===== src/rtl/mult_div_unit.sv =====
// Sequential multiply / divide unit: shift-add multiply and restoring divide, one bit per cycle,
// with hi/lo result registers that can also be loaded directly while idle.
module mult_div_unit #(
  parameter int unsigned WIDTH = 32
) (
  input  logic             clk,
  input  logic             reset,
  input  logic             start,
  input  logic             op_div,
  input  logic             op_sign,
  input  logic [WIDTH-1:0] srca,
  input  logic [WIDTH-1:0] srcb,
  input  logic             wr_hi,
  input  logic             wr_lo,
  input  logic [WIDTH-1:0] wdata,
  output logic [WIDTH-1:0] hi,
  output logic [WIDTH-1:0] lo,
  output logic             busy,
  output logic             done,
  output logic             div_by_zero
);

  localparam int unsigned CntW = $clog2(WIDTH);

  typedef enum logic [1:0] {StIdle, StCalc, StSign} state_e;

  state_e            state_q, state_d;
  logic [CntW-1:0]   cnt_q, cnt_d;
  logic              div_q, div_d;
  logic              neg_a_q, neg_a_d;
  logic              neg_b_q, neg_b_d;
  logic              b_zero_q, b_zero_d;
  logic [WIDTH-1:0]  srca_q, srca_d;
  logic [WIDTH-1:0]  opnd_q, opnd_d;
  logic [WIDTH-1:0]  acc_q, acc_d;
  logic [WIDTH-1:0]  lsr_q, lsr_d;
  logic [WIDTH-1:0]  hi_q, hi_d;
  logic [WIDTH-1:0]  lo_q, lo_d;
  logic              done_q, done_d;
  logic              dbz_q, dbz_d;

  logic              a_neg, b_neg;
  logic [WIDTH-1:0]  a_mag, b_mag;
  logic [WIDTH:0]    mul_sum;
  logic [WIDTH:0]    div_shift;
  logic [WIDTH:0]    div_diff;
  logic [2*WIDTH-1:0] prod;
  logic [2*WIDTH-1:0] prod_neg;

  always_comb begin
    a_neg = op_sign & srca[WIDTH-1];
    b_neg = op_sign & srcb[WIDTH-1];
    a_mag = a_neg ? -srca : srca;
    b_mag = b_neg ? -srcb : srcb;

    // Multiply: {acc, lsr} is the running product, lsr also shifts out multiplier bits.
    mul_sum  = {1'b0, acc_q} + {1'b0, (lsr_q[0] ? opnd_q : '0)};
    // Divide: acc is the partial remainder, lsr shifts dividend out and quotient in.
    div_shift = {acc_q, lsr_q[WIDTH-1]};
    div_diff  = div_shift - {1'b0, opnd_q};
    prod      = {acc_q, lsr_q};
    prod_neg  = -prod;
  end

  always_comb begin
    state_d  = state_q;
    cnt_d    = cnt_q;
    div_d    = div_q;
    neg_a_d  = neg_a_q;
    neg_b_d  = neg_b_q;
    b_zero_d = b_zero_q;
    srca_d   = srca_q;
    opnd_d   = opnd_q;
    acc_d    = acc_q;
    lsr_d    = lsr_q;
    hi_d     = hi_q;
    lo_d     = lo_q;
    done_d   = 1'b0;
    dbz_d    = 1'b0;

    unique case (state_q)
      StIdle: begin
        if (wr_hi) hi_d = wdata;
        if (wr_lo) lo_d = wdata;
        if (start) begin
          state_d  = StCalc;
          cnt_d    = '0;
          div_d    = op_div;
          neg_a_d  = a_neg;
          neg_b_d  = b_neg;
          b_zero_d = (srcb == '0);
          srca_d   = srca;
          acc_d    = '0;
          opnd_d   = op_div ? b_mag : a_mag;
          lsr_d    = op_div ? a_mag : b_mag;
        end
      end
      StCalc: begin
        if (div_q) begin
          if (!div_diff[WIDTH]) begin
            acc_d = div_diff[WIDTH-1:0];
            lsr_d = {lsr_q[WIDTH-2:0], 1'b1};
          end else begin
            acc_d = div_shift[WIDTH-1:0];
            lsr_d = {lsr_q[WIDTH-2:0], 1'b0};
          end
        end else begin
          acc_d = mul_sum[WIDTH:1];
          lsr_d = {mul_sum[0], lsr_q[WIDTH-1:1]};
        end
        cnt_d = cnt_q + CntW'(1);
        if (cnt_q == CntW'(WIDTH - 1)) state_d = StSign;
      end
      StSign: begin
        if (div_q) begin
          if (b_zero_q) begin
            hi_d  = srca_q;
            lo_d  = '1;
            dbz_d = 1'b1;
          end else begin
            lo_d = (neg_a_q ^ neg_b_q) ? -lsr_q : lsr_q;
            hi_d = neg_a_q ? -acc_q : acc_q;
          end
        end else begin
          {hi_d, lo_d} = (neg_a_q ^ neg_b_q) ? prod_neg : prod;
        end
        done_d  = 1'b1;
        state_d = StIdle;
      end
      default: state_d = StIdle;
    endcase
  end

  always_ff @(posedge clk) begin
    if (reset) begin
      state_q  <= StIdle;
      cnt_q    <= '0;
      div_q    <= 1'b0;
      neg_a_q  <= 1'b0;
      neg_b_q  <= 1'b0;
      b_zero_q <= 1'b0;
      srca_q   <= '0;
      opnd_q   <= '0;
      acc_q    <= '0;
      lsr_q    <= '0;
      hi_q     <= '0;
      lo_q     <= '0;
      done_q   <= 1'b0;
      dbz_q    <= 1'b0;
    end else begin
      state_q  <= state_d;
      cnt_q    <= cnt_d;
      div_q    <= div_d;
      neg_a_q  <= neg_a_d;
      neg_b_q  <= neg_b_d;
      b_zero_q <= b_zero_d;
      srca_q   <= srca_d;
      opnd_q   <= opnd_d;
      acc_q    <= acc_d;
      lsr_q    <= lsr_d;
      hi_q     <= hi_d;
      lo_q     <= lo_d;
      done_q   <= done_d;
      dbz_q    <= dbz_d;
    end
  end

  assign hi          = hi_q;
  assign lo          = lo_q;
  assign busy        = (state_q != StIdle);
  assign done        = done_q;
  assign div_by_zero = dbz_q;

endmodule


===== config.mk =====
export PLATFORM = sky130hd
export DESIGN_NAME = mult_div_unit
export DESIGN_NICKNAME = d
export VERILOG_FILES = /design/src/rtl/mult_div_unit.sv
export SDC_FILE = /design/constraint.sdc
export NUM_CORES = 1
export LEC_CHECK = 0
export CAP_MARGIN = 20
export CORE_ASPECT_RATIO = 0.6
export CORE_MARGIN = 5
export CORE_UTILIZATION = 40
export CTS_BUF_LIST = sky130_fd_sc_hd__clkbuf_16
export CTS_CLUSTER_DIAMETER = 100
export CTS_CLUSTER_SIZE = 28
export DETAILED_ROUTE_END_ITERATION = 6
export SYNTH_ARGS = -nofsm -noshare
export SYNTH_HDL_FRONTEND = slang
export SYNTH_SLANG_ARGS = --single-unit

===== constraint.sdc =====
create_clock -name clk -period 7.2 [get_ports clk]
set_input_delay 0.72 -clock clk [delete_from_list [all_inputs] [get_ports clk]]
set_output_delay 0.72 -clock clk [all_outputs]
set_load 0.02 [all_outputs]

Word-level counts from Yosys, hierarchy flattened
Cells that the tools add are included.

cells by class
  $add $sub $neg = 8
  eq/ne operators = 7
  multiplexer cells = 31
  bitwise logic cells = 5
  reductions and logical operators = 11

operator list
  kind                                           count
  two-way mux 32 bit                             18
  one-hot mux 32 bit (2 select lines)            4
  negation 32 bit                                4
  two-way mux 64 bit                             1
  negation 64 bit                                1
  adder 32 x 32 -> 33 bit                        1
  subtractor 33 x 32 -> 33 bit                   1
  logical NOT 32 bit                             1
  one-hot mux 5 bit (2 select lines)             1
  AND reduction 2 bit                            5
  inequality test 2 bit, second input constant   4
  nonzero test 2 bit                             3
  adder 5 x 1 -> 5 bit, second input constant    1
  == test 5 bit, second input constant           1
  two-way mux 5 bit                              1
  two-way mux 2 bit                              2
  one-hot mux 2 bit (2 select lines)             1
  two-way mux 1 bit                              3
  OR reduction 3 bit                             1
  AND 1 bit                                      2
  == test 2 x 1 -> 1 bit, second input constant  1
  == test 2 bit, second input constant           1
  logical NOT 2 bit                              1
  NOT 1 bit                                      2
  XOR 1 bit                                      1

word-level totals
  flip-flop bits (word level) = 205
  input port bits = 103
  output and inout bits = 67
  logic and storage cells = 76

Longest topological paths before layout
  depth in word-level cells = 5
  gate-level depth with buffers = 15
  mapped depth without buffers = 14

Worst setup path before layout
OpenSTA, ideal clock, no wires.

  path type = register to register
  start point = register lsr_q[0]
  end point = register acc_q[30]
  setup time = 0.086 ns
  arrival = 3.285 ns
  data required time = 7.114 ns
  setup slack = 3.830 ns
  stages on the path, launching flop included = 16
  path buffers = 2
  cell sequence = dfxtp_1 -> clkbuf_1 -> inv_1 -> clkbuf_1 -> nor2_1 -> ha_1 -> a21oi_1 -> o211ai_1 -> a211o_1 -> a221oi_1 -> o31a_1 -> o21a_1 -> o21ai_0 -> a311oi_1 -> xor2_1 -> a211oi_1

between the ends
  cells in the longest elaborated chain, start to end = 4

RTL lines
  element                              RTL line  text
  from (decl)                          36        logic [WIDTH-1:0] lsr_q, lsr_d;
  from (signal assigned)               160       lsr_q <= lsr_d;
  two-way mux 32 bit                   57        mul_sum = {1'b0, acc_q} + {1'b0, (lsr_q[0] ? opnd_q : '0)};
  adder 32 x 32 -> 33 bit              57
  two-way mux 32 bit                   99        if (div_q) begin
  one-hot mux 32 bit (2 select lines)  81        unique case (state_q)
  to (signal assigned)                 144       acc_q <= '0;
  to (signal assigned)                 159       acc_q <= acc_d;
  to (decl)                            35        logic [WIDTH-1:0] acc_q, acc_d;

Every way passes these cells.
A chain may end at the register's enable or synchronous reset.

Worst setup path in the final report
  start point = register acc_q[13]
  end point = register acc_q[14]

between the ends
  cells in the longest elaborated chain, start to end = 4
  elaborated cells between the ends (all ways) = 5
  classes of those cells = add/sub: 2; mux: 3

RTL lines
  element                                  RTL line  text
  subtractor 33 x 32 -> 33 bit             60        div_diff = div_shift - {1'b0, opnd_q};
  two-way mux 32 bit                       100       if (!div_diff[WIDTH]) begin
  two-way mux 32 bit (*)                   99
  one-hot mux 32 bit (2 select lines) (*)  81

Mark *: on every way between the ends. The rest lies on a longest branch, timed or not.

==> run_results.csv <==
group,metric,value,unit
sta,drv_slew,0,
critical_path,critical_path.max_fanout,40,
critical_path,crit_required,7.58,ns
sta,period_share,58.31,%
power,p_sw_share,40.28,%
sta,setup-tns-final,0,ns
clock_tree,cts-htree-levels,1,
sta,report.final.hold_viol_count,0,
sta,setup_viol,0,
clock_tree,clock-sinks,205,
finish,final_common_cell,"nand2_1",
clock_tree,cts_tree,"built",
detailed_routing,vias_per_cell,6.398,
sta,fin_ws,3.002,ns
detailed_routing,via_count,18040,
global_routing,gr-usage-all-layers,30.53,%
power,internal_power,0.001949,W
critical_path,crit_type,"flop to flop",
place,numPortBuffers,169,
sta,worst_slew_pin_slew,1.126,ns
place,detailed_place_hpwl,56190,um
place,dp_slack,2.830,ns
die,ioPinCount,170,
finish,areaGrowthSynthToFinish,13.79,%
clock_tree,cts_hold_buf,0,
clock_tree,clkTransAtPathRegs,0.12,ns
place,dp.cells,2801,
critical_path,cp.depth,12,
hold_path,hold_path_class,"flop to flop",
global_routing,grt_antenna_before_repair,1,
detailed_routing,ant_nets,0,
critical_path,max_stage_delay,0.78,ns
run,cap_violations,0,
critical_path,worstPathCellList,"ha_1 -> nand2_1 -> o21ai_0 -> a2111oi_0 -> a211oi_1 -> nor4_1 -> nor2_1 -> xor2_4 -> buf_4 -> mux2_2 -> a21oi_1 -> nor3_1",
power,pwr-share-comb,36.8,%
critical_path,reg2reg_setup_slack,3.00,ns
synthesis,async_flop_share,0,%
critical_path,critical_path_buf_inv_count,1,
finish,final_area,18690,um^2
clock_tree,ctsResizeCount,0,
clock_tree,cts_buffers,11,
sta,grt_setup_unrepaired,"false",
die,die_x,271.6,um
sta,relSlewSlack,24.27,%
critical_path,worstSetupEndpointType,"flop",
die,rows,57,
clock_tree,clk_path_buf_depth,3,
global_routing,grt_max_degree,89,
power,power-per-cell-area,174.6,nW/um^2
sta,worst_clock_skew,0.03339,ns
place,dpl_cell_area,18370,um^2
sta,fin_crit,4.198,ns
clock_tree,root_buffer,"clkbuf_16",
power,power_leakage,6.937,nW
finish,fin_util,46.15,%
sta,max_freq,238.2,MHz
power,p_clk_share,22.1,%
power,pwr-share-seq,41.1,%
synthesis,synth_edf_count,0,
finish,final_cell_mix,"289 x nand2_1, 240 x a21oi_1, 223 x nor2_1, 204 x dfxtp_1, 167 x clkdlybuf4s50_1",
global_routing,grt_overflow_total,0,
synthesis,syn_inst,2252,
place,gp_congestion,1.029,
finish,drive_above_1_share,3.937,%
critical_path,cp_slowest_cell,"dfxtp_1",
clock_tree,clk_latency,0.51,ns
synthesis,yosys_warnings,0,
detailed_routing,drt-total-wl,73050,um
synthesis,ys.flop_type,"dfxtp_1",
critical_path,critPathTopFamily,"compound AO/OA/AOI/OAI gates",
die,die-area,45350,um^2
critical_path,worstPathArrival,4.58,ns
synthesis,syn_avg_cell_area,7.294,um^2
finish,fin_cells,2819,
hold_path,hold_path_depth,2,
synthesis,synth_nets,2427,
detailed_routing,dr.pass1.iters,7,
detailed_routing,first_iter_violations,2535,
global_routing,grt_pass1_vias,16270,
critical_path,startpoint_type,"flop",
die,die_h,167.0,um
die,start_util,40.55,%
global_routing,grt_pass1_wl,107300,um
critical_path,r2r_cells,12,
run_status,status,"finished clean",
power,vdd_drop_max,0.1120,mV
synthesis,syn-cell-area,16430,um^2
detailed_routing,drcViolationCount,0,
synthesis,ys_seq_elements,205,
synthesis,yosysSeqAreaShare,24.98,%
power,p_sw,0.001315,W
detailed_routing,wl_per_cell,25.91,um
die,coreArea,40510,um^2
finish,nNetsFinal,2459,
clock_tree,postCtsSetupBuffers,0,
synthesis,yosysUniqueCellTypes,84,
## cell usage after synthesis (all sizes together) (11+ instances only)
library cell	n	share of area, %
nand2	290	6.6
a21oi	240	7.3
nor2	226	5.2
dfxtp	205	25
clkbuf	153	3.5
o21ai	133	4.1
a211oi	93	4.3
xor2	90	4.8
xnor2	83	4.5
mux2i	72	4.4
ha	70	5.3
inv	62	1.4
o211ai	47	2.1
nor3	40	1.2
a31oi	32	1.2
o31ai	32	1.5
o221ai	30	1.6
nand3	28	0.85
buf	26	0.72
a21o	24	1.1
nor4	23	1.1
or3	19	0.81
a22oi	18	0.82
nand2b	17	0.66
nand4	14	0.57
o22ai	13	0.50
or4	13	0.64
a221oi	12	0.64
and3	12	0.46
o41ai	11	0.63
## registers in the layout (all words and copies together), names as in the netlist
register     flops
acc_q           32
hi              32
lo              32
lsr_q           32
opnd_q          32
srca_q          32
cnt_q            5
state_q          2
b_zero_q         1
div_by_zero      1
div_q            1
done             1
neg_a_q          1
neg_b_q          1
## final timing paths
| path | startpoint | endpoint |
|---|---|---|
| max | acc_q[13]$_SDFFE_PP0P_ | acc_q[14]$_SDFFE_PP0P_ |
| min | opnd_q[13]$_SDFFE_PP0P_ | opnd_q[13]$_SDFFE_PP0P_ |
| max reg2reg | acc_q[13]$_SDFFE_PP0P_ | acc_q[14]$_SDFFE_PP0P_ |
| min reg2reg | opnd_q[13]$_SDFFE_PP0P_ | opnd_q[13]$_SDFFE_PP0P_ |
## layer usage
| metal | global-route usage [%] | wire length, um | vias up |
|---|---|---|---|
| met5 | 0 | 0 | - |
| met4 | 3.520 | 1039 | 0 |
| met3 | 11.75 | 10750 | 75 |
| met2 | 39.95 | 27290 | 1028 |
| met1 | 47.72 | 33960 | 8695 |
| li1 | - | - | 8237 |
## per-stage QoR
stage                     total power, W  hold slack [ns]
after CTS                       0.003221           0.4621
final                           0.003264           0.4608
after detailed placement        0.002515           0.4459
after global placement          0.002505           0.4422
after floorplan                 0.002070           0.4319
after global routing            0.003398           0.4778
## cells by family after synthesis
family          Yosys count  synth area share (%)
simple gates            724                 20.06
fa+ha+maj                72                 5.575
flops                   205                 24.98
compound gates          761                 29.87
xor+xnor                173                 9.270
mux                      75                 4.593
buf+inv                 242                 5.652
## power groups by stage
stage,clock network [W],registers [W],logic [W]
after floorplan,0,0.00131,0.000759
after global placement,0,0.00136,0.00115
after detailed placement,0,0.00136,0.00116
after CTS,0.000727,0.00133,0.00116
after global routing,0.000768,0.00135,0.00128
final,0.000720,0.00134,0.00120
## worst register-to-register path: stages (launching register included)
cell and delay [ns]:
dfxtp_1 0.78, ha_1 0.39, nand2_1 0.11, o21ai_0 0.32, a2111oi_0 0.14, a211oi_1 0.45, nor4_1 0.09, nor2_1 0.44
xor2_4 0.17, buf_4 0.55, mux2_2 0.44, a21oi_1 0.14, nor3_1 0.06
## area by class of cell
cell class / instances / area, um^2
Antenna cell: 2 / 5.005
Clock buffer: 11 / 275.3
Clock inverter: 4 / 27.53
Fill cell: 4113 / 21820
Inverter: 63 / 236.5
Multi-Input combinational cell: 1805 / 11460
Sequential cell: 205 / 4108
Tap cell: 531 / 664.4
Timing Repair Buffer: 198 / 1914
(Power assumes the default switching activity.)
